===== src/rtl/risc_pkg.sv =====
// Shared fetch-stage types and constants: datapath width, NOP encoding, PC step,
// fetch FSM states and the {pc, inst} payload handed to decode.
package risc_pkg;

  localparam int unsigned XLEN = 32;

  localparam logic [XLEN-1:0] INST_NOP      = 32'h0000_0013;
  localparam logic [XLEN-1:0] PC_STEP       = 32'd4;
  localparam logic [XLEN-1:0] PC_ALIGN_MASK = 32'hFFFF_FFFC;

  typedef enum logic [1:0] {
    FETCH_BOOT  = 2'd0,
    FETCH_RUN   = 2'd1,
    FETCH_HOLD  = 2'd2,
    FETCH_FLUSH = 2'd3
  } fetch_state_e;

  typedef struct packed {
    logic [XLEN-1:0] pc;
    logic [XLEN-1:0] inst;
  } fetch_pkt_t;

  // Sequential successor of a PC; wraps modulo 2^XLEN.
  function automatic logic [XLEN-1:0] pc_next(input logic [XLEN-1:0] pc);
    return pc + PC_STEP;
  endfunction

endpackage


===== src/rtl/inst_fetch_if.sv =====
// Fetch-stage bus: redirect from execute, ROM address/data, and the
// valid/ready channel to decode. master = fetch stage, slave = its environment.
interface inst_fetch_if;
  import risc_pkg::*;

  logic            redirect_valid;
  logic [XLEN-1:0] redirect_pc;
  logic [XLEN-1:0] imem_addr;
  logic [XLEN-1:0] imem_rdata;
  logic            out_valid;
  logic            out_ready;
  logic [XLEN-1:0] out_pc;
  logic [XLEN-1:0] out_inst;

  modport master (
    input  redirect_valid, redirect_pc, imem_rdata, out_ready,
    output imem_addr, out_valid, out_pc, out_inst
  );

  modport slave (
    output redirect_valid, redirect_pc, imem_rdata, out_ready,
    input  imem_addr, out_valid, out_pc, out_inst
  );

endinterface


===== src/rtl/fetch_skid_buf.sv =====
// One-entry skid buffer between the ROM response and decode.
// Only compiled when FETCH_SKID_EN is defined; the default build has no skid storage.
`ifdef FETCH_SKID_EN
module fetch_skid_buf
  import risc_pkg::*;
(
  input  logic       clk,
  input  logic       rst_n,
  input  logic       flush,
  input  logic       in_valid,
  output logic       in_ready_c,
  input  fetch_pkt_t in_pkt,
  output logic       out_valid_c,
  input  logic       out_ready,
  output fetch_pkt_t out_pkt_c
);

  logic       full_q;
  fetch_pkt_t pkt_q;

  // Upstream may advance whenever the entry is empty or is leaving this cycle.
  assign in_ready_c  = !full_q || out_ready;
  assign out_valid_c = full_q || in_valid;
  assign out_pkt_c   = full_q ? pkt_q : in_pkt;

  // Capture on a refused response, refill or drain on acceptance, drop on flush.
  always_ff @(posedge clk or negedge rst_n) begin
    if (!rst_n) begin
      full_q <= 1'b0;
      pkt_q  <= '0;
    end else if (flush) begin
      full_q <= 1'b0;
    end else if (full_q) begin
      if (out_ready) begin
        full_q <= in_valid;
        pkt_q  <= in_pkt;
      end
    end else if (in_valid && !out_ready) begin
      full_q <= 1'b1;
      pkt_q  <= in_pkt;
    end
  end

endmodule
`endif


===== src/rtl/inst_fetch.sv =====
// Instruction fetch stage: owns the PC, addresses the 1-cycle-latency ROM, pairs
// returning data with its PC and presents {pc, inst} to decode.
// Build option FETCH_SKID_EN: absorb decode back-pressure in a 1-entry skid
// buffer instead of replaying the held address (removes out_ready -> imem_addr).
module inst_fetch
  import risc_pkg::*;
#(
  parameter logic [XLEN-1:0] RESET_PC = 32'h0000_0000
) (
  input logic          clk,
  input logic          rst_n,
  inst_fetch_if.master bus
);

  fetch_state_e    state_q, state_d;
  logic [XLEN-1:0] fetch_pc_q, fetch_pc_d;
  logic [XLEN-1:0] resp_pc_q, resp_pc_d;
  logic            resp_valid_q, resp_valid_d;
  logic [XLEN-1:0] imem_addr_c;
  logic            sink_ready_c;

`ifdef FETCH_SKID_EN
  fetch_pkt_t resp_pkt_c;
  fetch_pkt_t out_pkt_c;
  logic       skid_out_valid_c;

  assign resp_pkt_c = '{pc: resp_pc_q, inst: bus.imem_rdata};

  fetch_skid_buf u_skid (
    .clk         (clk),
    .rst_n       (rst_n),
    .flush       (bus.redirect_valid),
    .in_valid    (resp_valid_q),
    .in_ready_c  (sink_ready_c),
    .in_pkt      (resp_pkt_c),
    .out_valid_c (skid_out_valid_c),
    .out_ready   (bus.out_ready),
    .out_pkt_c   (out_pkt_c)
  );

  assign bus.out_valid = skid_out_valid_c;
  assign bus.out_pc    = out_pkt_c.pc;
  assign bus.out_inst  = skid_out_valid_c ? out_pkt_c.inst : INST_NOP;
`else
  assign sink_ready_c  = bus.out_ready;
  assign bus.out_valid = resp_valid_q;
  assign bus.out_pc    = resp_pc_q;
  assign bus.out_inst  = resp_valid_q ? bus.imem_rdata : INST_NOP;
`endif

  assign bus.imem_addr = imem_addr_c;

  // State and PC registers.
  always_ff @(posedge clk or negedge rst_n) begin
    if (!rst_n) begin
      state_q      <= FETCH_BOOT;
      fetch_pc_q   <= RESET_PC;
      resp_pc_q    <= RESET_PC;
      resp_valid_q <= 1'b0;
    end else begin
      state_q      <= state_d;
      fetch_pc_q   <= fetch_pc_d;
      resp_pc_q    <= resp_pc_d;
      resp_valid_q <= resp_valid_d;
    end
  end

  // Next-state, PC update and ROM address; a redirect overrides everything.
  always_comb begin
    state_d      = state_q;
    fetch_pc_d   = fetch_pc_q;
    resp_pc_d    = resp_pc_q;
    resp_valid_d = resp_valid_q;
    imem_addr_c  = fetch_pc_q;

    case (state_q)
      FETCH_BOOT, FETCH_FLUSH: begin
        resp_pc_d    = fetch_pc_q;
        resp_valid_d = 1'b1;
        fetch_pc_d   = pc_next(fetch_pc_q);
        state_d      = FETCH_RUN;
      end
      FETCH_RUN: begin
`ifdef FETCH_SKID_EN
        // Skid full and not draining: drop the in-flight word and refetch it later.
        if (!sink_ready_c) begin
          fetch_pc_d   = resp_valid_q ? resp_pc_q : fetch_pc_q;
          resp_valid_d = 1'b0;
        end else begin
          resp_pc_d    = fetch_pc_q;
          resp_valid_d = 1'b1;
          fetch_pc_d   = pc_next(fetch_pc_q);
        end
`else
        // Refused output: re-read the same word so ROM data stays stable.
        if (resp_valid_q && !sink_ready_c) begin
          imem_addr_c = resp_pc_q;
          state_d     = FETCH_HOLD;
        end else begin
          resp_pc_d    = fetch_pc_q;
          resp_valid_d = 1'b1;
          fetch_pc_d   = pc_next(fetch_pc_q);
        end
`endif
      end
      FETCH_HOLD: begin
        imem_addr_c = resp_pc_q;
        if (bus.out_ready) begin
          resp_valid_d = 1'b0;
          state_d      = FETCH_RUN;
        end
      end
      default: state_d = FETCH_BOOT;
    endcase

    if (bus.redirect_valid) begin
      fetch_pc_d   = bus.redirect_pc & PC_ALIGN_MASK;
      resp_valid_d = 1'b0;
      state_d      = FETCH_FLUSH;
    end
  end

endmodule

===== src/flat_wrapper.sv =====
// flat-port wrapper written by rule: the top's interface ports become plain ports
module inst_fetch_flat import risc_pkg::*;
#(
  parameter logic [XLEN-1:0] RESET_PC = 32'h0000_0000
)
  (clk, rst_n, bus_redirect_valid, bus_redirect_pc, bus_imem_rdata, bus_out_ready, bus_imem_addr, bus_out_valid, bus_out_pc, bus_out_inst);
  inst_fetch_if bus_i ();
  input logic clk;
  input logic rst_n;
  input wire logic [$bits(bus_i.redirect_valid)-1:0] bus_redirect_valid;
  input wire logic [$bits(bus_i.redirect_pc)-1:0] bus_redirect_pc;
  input wire logic [$bits(bus_i.imem_rdata)-1:0] bus_imem_rdata;
  input wire logic [$bits(bus_i.out_ready)-1:0] bus_out_ready;
  output wire logic [$bits(bus_i.imem_addr)-1:0] bus_imem_addr;
  output wire logic [$bits(bus_i.out_valid)-1:0] bus_out_valid;
  output wire logic [$bits(bus_i.out_pc)-1:0] bus_out_pc;
  output wire logic [$bits(bus_i.out_inst)-1:0] bus_out_inst;
  assign bus_i.redirect_valid = bus_redirect_valid;
  assign bus_i.redirect_pc = bus_redirect_pc;
  assign bus_i.imem_rdata = bus_imem_rdata;
  assign bus_i.out_ready = bus_out_ready;
  assign bus_imem_addr = bus_i.imem_addr;
  assign bus_out_valid = bus_i.out_valid;
  assign bus_out_pc = bus_i.out_pc;
  assign bus_out_inst = bus_i.out_inst;
  inst_fetch #(.RESET_PC(RESET_PC)) u_core (.clk(clk), .rst_n(rst_n), .bus(bus_i));
endmodule

===== config.mk =====
export PLATFORM = sky130hd
export DESIGN_NAME = inst_fetch_flat
export DESIGN_NICKNAME = d
export VERILOG_FILES = /design/src/rtl/risc_pkg.sv /design/src/rtl/inst_fetch_if.sv /design/src/rtl/fetch_skid_buf.sv /design/src/rtl/inst_fetch.sv /design/src/flat_wrapper.sv
export SDC_FILE = /design/constraint.sdc
export NUM_CORES = 1
export LEC_CHECK = 0
export CORE_ASPECT_RATIO = 1.4
export CORE_MARGIN = 5
export CORE_UTILIZATION = 46
export CTS_BUF_LIST = sky130_fd_sc_hd__clkbuf_8 sky130_fd_sc_hd__clkbuf_16
export CTS_CLUSTER_DIAMETER = 50
export DETAILED_ROUTE_END_ITERATION = 10
export PLACE_DENSITY = 0.94
export SLEW_MARGIN = 20
export SYNTH_ARGS = -nofsm -noshare
export SYNTH_HDL_FRONTEND = slang
export SYNTH_SLANG_ARGS = --single-unit

===== constraint.sdc =====
create_clock -name clk -period 4.6 [get_ports clk]
set_input_delay 1.15 -clock clk [delete_from_list [all_inputs] [get_ports clk]]
set_output_delay 1.15 -clock clk [all_outputs]
set_load 0.02 [all_outputs]

==> results of run 1 <==
## per-layer routing
| layer | global-route usage, % | vias up | share of wire (%) |
|---|---|---|---|
| met5 | 0 | - | 0 |
| met4 | 9.187 | 0 | 2.3 |
| met3 | 6.916 | 27 | 9.1 |
| met2 | 45.75 | 199 | 54 |
| met1 | 25.47 | 1820 | 34 |
| li1 | - | 1712 | - |
## kinds of logic (layout without fill, tap and decap cells)
kind of cell | after synthesis | after routing | synth area share, %
simple gates | 149 | 149 | 23.12
xor+xnor | 8 | 8 | 1.887
mux | 31 | 31 | 9.370
fa+ha+maj | 4 | 4 | 1.348
flops | 65 | 65 | 43.82
compound gates | 89 | 89 | 17.09
buf+inv | 31 | 190 | 3.370
## sequential cells by signal, summed over array words and instances (netlist names)
| name | flops |
|---|---|
| u_core.bus.out_pc | 32 |
| u_core.bus.out_valid | 1 |
| u_core.fetch_pc_q | 30 |
| u_core.state_q | 2 |
## stage by stage
stage | instance area (um^2) | setup slack, ps | hold slack (ps) | cells | util [%]
after global routing | 5610 | 93.27 | 558.3 | 636 | 71.95
final | 5610 | 202.3 | 534.7 | 636 | 71.95
after CTS | 5610 | 201.9 | 535.1 | 636 | 71.95
after detailed placement | 5414 | 216.0 | 520.1 | 621 | 69.43
after floorplan | 3712 | 1227 | 532.0 | 377 | -
after global placement | 5414 | 234.7 | 504.4 | 621 | 69.43
## final cells by class
class	count	area (um^2)	share of cell area, %
inverter	6	22.52	0.4014
timing repair buffer	169	1669	29.75
clock buffer	11	151.4	2.698
sequential	65	1627	28.99
multi-input combinational	281	1971	35.12
clock inverter	4	45.04	0.8029
tap	100	125.1	2.230
## path summary, 6_finish.rpt
kind                                         end
setup / recovery               bus_imem_addr[31]
hold / removal             u_core.bus.out_pc[19]
setup reg to reg           u_core.fetch_pc_q[23]
hold reg to reg            u_core.bus.out_pc[19]
min in group asynchronous   u_core.bus.out_pc[6]
max in group asynchronous  u_core.bus.out_pc[14]
## placed cells by master (no fill, tap or decap), types with 3 or more instances in the layout
cell,instances
a21oi_1,3
a22o_1,30
a31oi_1,19
and2_1,34
and4_1,5
buf_4,7
clkbuf_8,11
clkdlybuf4s50_1,161
dfrtp_1,65
ha_1,4
inv_1,8
mux2_2,30
nand2_1,24
nand2b_1,4
nand3_1,10
nand4_1,11
nor2_1,22
nor2b_1,3
o21ai_0,17
o31ai_1,13
or3_1,7
or4_1,13
xnor2_1,4
xor2_1,4
## power by group through the flow
stage / Clock [mW] / Sequential (mW) / Combinational (mW)
after floorplan: 0 / 0.753 / 0.288
after global placement: 0 / 0.728 / 0.628
after detailed placement: 0 / 0.737 / 0.639
after CTS: 0.490 / 0.727 / 0.643
after global routing: 0.516 / 0.741 / 0.677
final: 0.483 / 0.729 / 0.636
## critical path, stage by stage
cell	delay, ps
clkdlybuf4s50_1	470
and3b_1	380
nor2_1	80
nor2_2	100
buf_4	250
a22o_1	200
clkdlybuf4s50_1	620
==> impl_metrics.py, run 1 <==
metrics = {
    "detailed_routing": {
        "detailedRoute.firstIterationViolations": 362,
        "routed_via_density": 5.909,
        "vias": 3758,
        "detail_route.wirelength_um": 12130,
        "detail-route-antenna-nets": 0,
        "drt_first_pass_iters": 5,
        "drc_errors": 0,
        "post_drt_wl_per_cell_um": 19.08,
    },
    "clocking": {
        "post_cts_buffers": 0,
        "clkSlewWorstSetupHoldPaths_ps": 70,
        "cts.repair.resized": 0,
        "number_of_sinks_handled_by_clock_tree_synthesis": 65,
        "clock_tree.buffer_depth": 2,
        "htree_levels": 3,
        "total_cts_buffers": 9,
        "hold_fix_buffers_cts": 0,
        "clk_root_buffer_cell": "clkbuf_8",
        "worstSkewPairLatency_ps": 340,
        "tritoncts": "built",
    },
    "power_and_ir_drop": {
        "combPwrFrac_pct": 34.4,
        "power.density_nw_per_um2": 329.4,
        "static-leakage-power_nw": 2.243,
        "power.internal_mw": 1.242,
        "sw_frac_of_total_pct": 32.79,
        "report.power.total_mw": 1.848,
        "vdd_ir_max_uv": 227.2,
        "p_sw_uw": 605.9,
        "pwr-share-seq_pct": 39.4,
        "clockPowerShare_pct": 26.1,
    },
    "logic_synthesis": {
        "top_flip_flop_cell_by_instance_count_after_synthesis": "dfrtp_1",
        "syn_area_um2": 3712,
        "post-synth-top-area-cell": "dfrtp_1",
        "yosys.cell_types.count": 40,
        "synth_fp_nets": 449,
        "netlist_top_cells_area": "dfrtp_1, mux2_2, a22o_1, and2_1, a31oi_1",
        "async_flop_share_pct": 100.0,
        "synthTopCellsByCount": "dfrtp_1, and2_1, a22o_1, mux2_2",
        "synth_seq_area_share_pct": 43.82,
        "synth_area_per_cell_um2": 9.847,
        "ys_seq_elements": 65,
        "yosysWarningCount": 0,
        "syn_inst": 377,
        "synth_edf_count": 0,
        "synth_largest_type_area_fraction_pct": 43.82,
        "synth.most_common_cell": "dfrtp_1",
    },
    "hold_path": {
        "hold_path_class": "flip-flop to flip-flop",
        "holdCritStartpoint": "u_core.bus.out_pc[19]",
        "hold_depth": 1,
    },
    "global_routing": {
        "gr-total-overflow": 0,
        "grt_pass1_vias": 3774,
        "grt_max_degree": 38,
        "global_route.usage.total_pct": 24.38,
        "antenna_violations_before_repair": 0,
        "grt_first_pass_wirelength_um": 19020,
    },
    "run": {
        "cap_violations": 0,
    },
    "timing": {
        "worst_pin_slew_ps": 928.6,
        "slew_headroom_pct": 37.95,
        "report.final.hold_viol_count": 0,
        "setup_total_negative_slack_ps": 0,
        "max_freq_mhz": 227.4,
        "finalCriticalPeriod_ps": 4398,
        "timing.clock.skew_ps": 9.737,
        "setup_viol": 0,
        "setup_repair_after_global_routing_missed_its_margin": "false",
        "final_min_period_over_clock_period_pct": 95.60,
        "final_count_of_pins_violating_max_slew": 0,
    },
    "floorplan": {
        "ioPinCount": 165,
        "die_width_um": 85.93,
        "fp.dieArea_um2": 9993,
        "placementRows": 38,
        "floorplan_core_area_um2": 7797,
        "initial_core_utilization_pct": 47.61,
        "die_h_um": 116.3,
    },
    "worst_setup_path": {
        "critical_path.endpoint_type": "output pin",
        "cp_data_arrival_time_ps": 3250,
        "timing_worst_setup_path_type": "input port to output pin",
        "critical_path.reg2reg.startpoint": "u_core.bus.out_valid",
        "worst-r2r-setup-slack_ps": 2070,
        "worst_setup_path_startpoint": "bus_out_ready",
        "cp-start-kind": "input port",
        "worst-endpoint-required_ps": 3450,
        "rr_worst_depth": 4,
        "critPathMaxFanout": 17,
    },
    "placement": {
        "gpl_wtd_cong": 0.8338,
        "port_buffers": 162,
        "dp_hpwl_um": 9265,
    },
    "run_status": {
        "run_status": "complete, no violations",
    },
    "final_layout": {
        "final.fill_count": 552,
        "flow.area_growth_from_synthesis_pct": 51.13,
        "antennaDiodeCount": 0,
        "drive_gt1_share_pct": 11.19,
        "final_nets": 604,
    },
}
No activity file was read; power rests on OpenSTA's default activity.
==> run 2, diff against run 1 <==
- CTS_CLUSTER_DIAMETER: 50 -> unset
==> results of run 2 <==
The final DEF is identical to that of run 1; final timing and power are the same.
==> run 3, diff against run 2 <==
- RECOVER_POWER: unset -> 50
==> run 3 against run 2 <==
- the run now ends with max-capacitance violations, max-slew violations left
- clock-buffer cell count is the same
- critical endpoint unchanged
- sequential share of layout area grew 0.097 points
- via count grew 0.48%
==> impl_metrics.py, run 3 (synthesis gave the netlist of run 1 again) <==
metrics = {
    "clocking": {
        "post_cts_buffers": 0,
        "cts.repair.resized": 0,
        "worstSkewPairLatency_ps": 350,
        "clkSlewWorstSetupHoldPaths_ps": 70,
        "htree_levels": 3,
        "clock_tree.buffer_depth": 2,
        "tritoncts": "built",
        "total_cts_buffers": 9,
        "clk_root_buffer_cell": "clkbuf_8",
        "number_of_sinks_handled_by_clock_tree_synthesis": 65,
        "hold_fix_buffers_cts": 0,
    },
    "power_and_ir_drop": {
        "power.density_nw_per_um2": 328.3,
        "report.power.total_mw": 1.836,
        "vdd_ir_max_uv": 228.8,
        "static-leakage-power_nw": 2.239,
    },
    "detailed_routing": {
        "routed_via_density": 5.937,
        "drt_first_pass_iters": 5,
        "detail_route.wirelength_um": 12190,
        "drc_errors": 0,
        "vias": 3776,
        "detailedRoute.firstIterationViolations": 311,
        "post_drt_wl_per_cell_um": 19.16,
        "detail-route-antenna-nets": 0,
    },
    "run": {
        "cap_violations": 2,
    },
    "worst_setup_path": {
        "critPathMaxStageDelay_ps": 620,
        "path_cells": "clkdlybuf4s50_1 > and3b_1 > nor2_1 > nor2_2 > buf_4 > a22o_1 > clkdlybuf4s50_1",
        "worst-endpoint-required_ps": 3450,
        "worst_path_most_repeated_cell": "clkdlybuf4s50_1",
        "cp-start-kind": "input port",
        "critPathMaxFanout": 17,
        "critical_path.endpoint_type": "output pin",
        "cp_data_arrival_time_ps": 3210,
        "slowest_stage": "clkdlybuf4s50_1",
        "timing_worst_setup_path_type": "input port to output pin",
    },
    "timing": {
        "setup_total_negative_slack_ps": 0,
        "final_min_period_over_clock_period_pct": 94.72,
        "timing.clock.skew_ps": 12.93,
        "setup_viol": 0,
        "worst_pin_slew_ps": 2698,
        "final_count_of_pins_violating_max_slew": 64,
        "max_freq_mhz": 229.5,
        "slew_headroom_pct": -80.52,
        "report.final.hold_viol_count": 0,
        "setup_repair_after_global_routing_missed_its_margin": "false",
        "finalCriticalPeriod_ps": 4357,
    },
    "final_layout": {
        "final_common_cell": "clkdlybuf4s50_1",
        "antennaDiodeCount": 0,
        "layout_common_cells": "clkdlybuf4s50_1, dfrtp_1, and2_1",
        "flow.area_growth_from_synthesis_pct": 50.62,
        "final_nets": 604,
        "layout.core_utilization_pct": 71.71,
        "drive_gt1_share_pct": 10.45,
        "largest_register_ff_count": 32,
    },
    "run_status": {
        "run_status": "complete, but fails checks",
        "violated_checks": "max-capacitance violations, max-slew violations",
    },
    "global_routing": {
        "gr-total-overflow": 0,
        "met3_usage_pct": 6.916,
        "global_route.usage.total_pct": 24.38,
        "grt_pass1_vias": 3774,
        "grt_max_degree": 38,
        "antenna_violations_before_repair": 0,
        "grt.met2_usage_pct": 45.75,
        "gr-max-usage-layer": "met2",
        "grt_first_pass_wirelength_um": 19020,
        "grt_util_met1_pct": 25.47,
    },
    "hold_path": {
        "hold_path_class": "flip-flop to flip-flop",
    },
    "floorplan": {
        "ioPinCount": 165,
        "fp.dieArea_um2": 9993,
        "placementRows": 38,
        "initial_core_utilization_pct": 47.61,
        "die_width_um": 85.93,
        "floorplan_core_area_um2": 7797,
        "die_h_um": 116.3,
    },
    "placement": {
        "gpl_wtd_cong": 0.8338,
        "dp_hpwl_um": 9265,
        "port_buffers": 162,
    },
}
[run 3: cell count changes in the layout (fill, tap and decap cells not counted)]
cell / change
clkdlybuf4s50_1: -33
buf_2: -1
clkbuf_2: +1
buf_4: -3
nor2_1: +1
clkbuf_1: +3
nor2_4: -1
dlygate4sd3_1: +33
[run 3: final cells by class]
class,count,area (um^2)
clock buffer,11,151.4
clock inverter,4,45.04
fill,560,2206
inverter,6,22.52
multi-input combinational,281,1963
sequential,65,1627
tap,100,125.1
timing repair buffer,169,1658
[run 3: stage by stage]
stage	instance area, um^2	hold slack [ps]	worst slack [ps]	cells
final	5592	529.2	242.9	636
after global placement	5414	504.4	234.7	621
after detailed placement	5414	520.1	216.0	621
after floorplan	3712	532.0	1227	377
after CTS	5610	535.1	201.9	636
after global routing	5592	553.7	154.3	636
[run 3: worst max-delay path, delay by kind of cell]
kind / cells / cell delay, ps
AND/OR/NAND/NOR: 3 / 510
buffers and inverters: 3 / 1330
AO/OA/AOI/OAI: 1 / 200
[run 3: layer usage]
| metal | up-vias | share of wire (%) |
|---|---|---|
| met5 | - | 0 |
| met4 | 0 | 2.5 |
| met3 | 27 | 9.2 |
| met2 | 210 | 54 |
| met1 | 1821 | 34 |
| li1 | 1718 | - |
[run 3: worst paths after layout]
kind	from	to	slack, ps	cells after the start
setup / recovery	bus_out_ready	bus_imem_addr[31]	240	7
max in group asynchronous	rst_n	u_core.bus.out_pc[14]	1740	2
setup reg to reg	u_core.bus.out_valid	u_core.bus.out_pc[8]	920	3
hold reg to reg	u_core.bus.out_pc[19]	u_core.bus.out_pc[19]	530	1
min in group asynchronous	rst_n	u_core.bus.out_pc[6]	1200	1
hold / removal	u_core.bus.out_pc[19]	u_core.bus.out_pc[19]	530	1
[run 3: power breakdown]
part	internal [mW]	total (mW)	switching (mW)
Sequential	0.639	0.727	0.0882
Combinational	0.316	0.622	0.306
Clock	0.273	0.487	0.214
==> RTL change, RTL diff (flow settings as in run 2) <==
Set the package constant `XLEN` to 64 (it was 32).
--- a/src/rtl/risc_pkg.sv
+++ b/src/rtl/risc_pkg.sv
@@ -2,7 +2,7 @@
 // fetch FSM states and the {pc, inst} payload handed to decode.
 package risc_pkg;
 
-  localparam int unsigned XLEN = 32;
+  localparam int unsigned XLEN = 64;
 
   localparam logic [XLEN-1:0] INST_NOP      = 32'h0000_0013;
   localparam logic [XLEN-1:0] PC_STEP       = 32'd4;
Ports: changed (5 resized); port bits go from 165 to 325. The function was not compared with the original's and may differ.
==> RTL change against run 2 <==
  * Sequential cell count is 64 higher
  * Combinational power is 48% higher
  * Sequential share of layout area decreased by 2.2 points
  * Wire length rose to 2.5 times the old value
  * Worst setup slack got worse by 0.12 ns
  * Synthesized area increased by 130%
  * Power increased by 94%
  * Hold slack better by 0.022 ns
  * Non-clock buffer count grew 140
  * Final area is 110% higher
  * Count of clock-buffer cells in the layout is 7 higher
  * Global-route usage up 3.5 points
  * Critical path type unchanged
  * Highest routed layer unchanged
==> RTL change: results (changes against run 2) <==
| Metric | Value |
|---|---|
| Drt pass-1 iters | `6 (+1)` |
| GPL Wtd Cong | `0.9366 (+12%)` |
| Clock-pin slew on the worst setup and hold paths | `~0.060 ns` |
| Seq/Total Area, Yosys | `38.29% (-5.5 points)` |
| Layout cells sized above 1 | `11.82% (+0.63 points)` |
| Root Buffer | `clkbuf_16` |
| Nets | `1,323 (+120%)` |
| HPWL after DPL | `22,330 microns (+140%)` |
| Clock skew | `0.007537 ns (-0.002200 ns)` |
| Final Hold Violating Endpoints | `0 (unchanged)` |
| Total CTS buffers | `17 (+8)` |
| Outcome | `completed` |
| Routed WL per cell | `21.36 microns (+12%)` |
| RR Startpoint | `u_core.state_q[1]$_DFFE_PN0P_` |
| FILL cells | `1,425 (+160%)` |
| M2 GR Usage | `47.43% (+1.7 points)` |
| GR Util met1 | `35.88% (+10 points)` |
| Cell depth of the worst flop-to-flop path | `9 (+5)` |
| Worst hold path startpoint | `u_core.bus.out_pc[45]$_DFFE_PN0P_` |
| Max FFs per register | `64 (+100%)` |
| Synth cell count leaders | `129 x dfrtp_1, 123 x nand2_1, 80 x nor2_1` |
| Cell family with most CP delay | `buffers and inverters` |
| Leakage power figure | `4.680 nW (+110%)` |
| Syn_nets | `1,087 (+140%)` |
| Area contributors post-synth | `dfrtp_1 38%, mux2_2 8.9%, a221o_1 7.4%` |
| Port-buffer cells | `290 (+79%)` |
| Number of cells on the worst hold path | `1 (unchanged)` |
| Worst stage delay on the critical path | `0.58 ns (-0.04 ns)` |
| Clock Latency Late Sink | `0.41 ns (+0.07 ns)` |
| Global Route Usage Sum | `27.90% (+3.5 points)` |
| Vias post-DR | `8,785 (+130%)` |
| CTS H-tree depth | `4 (+1)` |
| Yosys warns | `0 (unchanged)` |
| Hold Path Class | `flop to flop` |
| Max clock buf depth | `2 (unchanged)` |
| Global-route wire length before repair | `47,620 microns (+150%)` |
| Cell at the slowest stage of the critical path | `clkdlybuf4s50_1` |
| DR iter-0 viols | `940 (+160%)` |
| Arrival time at the worst endpoint | `3.36 ns (+0.11 ns)` |
| Hold path endpoint | `u_core.bus.out_pc[45]$_DFFE_PN0P_` |
| VDD IR-drop max | `0.2402 mV (+5.7%)` |
| Postcts setup bufs | `0 (unchanged)` |
| Ant diodes | `0 (unchanged)` |
| Slew margin rel. | `29.90% (-8.0 points)` |
| Met3 Use GR | `4.961% (-2.0 points)` |
| Largest net degree at the start of global routing | `132 (+250%)` |
| Netlist cell types | `44 (+10%)` |
| Vias in the first global route | `8,492 (+130%)` |
| Flop2flop setup slack | `1.09 ns (-0.98 ns)` |
| Post_cts resized | `0 (unchanged)` |
| Antenna violations before repair | `0 (unchanged)` |
| Hold Slack | `0.5566 ns (+0.02186 ns)` |
| Crit-path max FO | `29 (+12)` |
| Placed Area | `11,470 sq um (+110%)` |
| Reg2reg end | `u_core.fetch_pc_q[46]$_DFFE_PN0P_` |
| FFs w/ async S/R, synth | `100.0% (unchanged)` |
[RTL change: cell types whose count changed in the layout (fill, tap and decap cells not counted), sizes merged, moves of 22 or more]
cell	run 2	this run
clkdlybuf4s50	161	283
nand2	24	123
dfrtp	65	129
a221o	0	62
nor2	24	80
mux2	30	67
o21ai	17	53
a21oi	3	34
a22o	30	57
and2	34	61
nand3	10	32
[RTL change: logic make-up (layout without fill, tap and decap cells)]
logic type               after synthesis  after routing  share of synthesized area [%]
multiplexers                          68             68                          9.068
AND/OR/NAND/NOR                      404            404                          24.70
adder cells (fa/ha/maj)                3              3                         0.4453
buffers and inverters                 99            348                          4.705
XOR/XNOR                              30             30                          3.117
AO/OA/AOI/OAI                        219            219                          19.68
flip-flops                           129            129                          38.29
[RTL change: cell type report]
cell class                      count  share of cell area, %
Multi-Input combinational cell    724                  40.20
Tap cell                          240                  2.490
Sequential cell                   129                  26.76
Clock inverter                     14                  1.162
Timing Repair Buffer              309                  25.53
Clock buffer                       18                  3.641
Inverter                            7                 0.2178
[RTL change: worst max-delay path by stage]
stage	startpoint	to	slack, ns	cells past startpoint
2_1_floorplan	bus_out_ready	bus_imem_addr[16]	1.04	6
3_3_place_gp	bus_out_ready	bus_imem_addr[1]	0.12	7
3_5_place_dp	bus_out_ready	bus_imem_addr[14]	0.11	8
4_1_cts	bus_out_ready	bus_imem_addr[1]	0.08	7
5_1_grt	bus_out_ready	bus_imem_addr[4]	0.03	6
6_report	bus_out_ready	bus_imem_addr[4]	0.09	6
[RTL change: worst reg2reg max path, cell delays in order (launching register included)]
cell	delay [ns]
dfrtp_1	0.44
inv_1	0.09
ha_2	0.36
buf_4	0.51
nor3_1	0.18
nor3_2	0.33
nand4_1	0.53
buf_4	0.40
or3_1	0.37
a21oi_1	0.21
[RTL change: layer usage]
metal / routed length, microns / share of wire, %
met5: 0 / 0
met4: 1198 / 3.9
met3: 2027 / 6.6
met2: 15390 / 50
met1: 12170 / 40
[RTL change: stage by stage]
step	std cells	setup WS (ns)	util [%]
floorplan	952	1.038	-
global placement	1409	0.1228	63.74
detailed placement	1409	0.1068	63.74
CTS	1441	0.08345	66.96
global route	1441	0.02906	67.02
finish	1441	0.08624	67.02
[RTL change: where the power goes]
part           total [W]  switching, W  internal [W]
Sequential       0.00132      0.000116       0.00120
Combinational   0.000941      0.000497      0.000444
Clock            0.00132      0.000514      0.000810
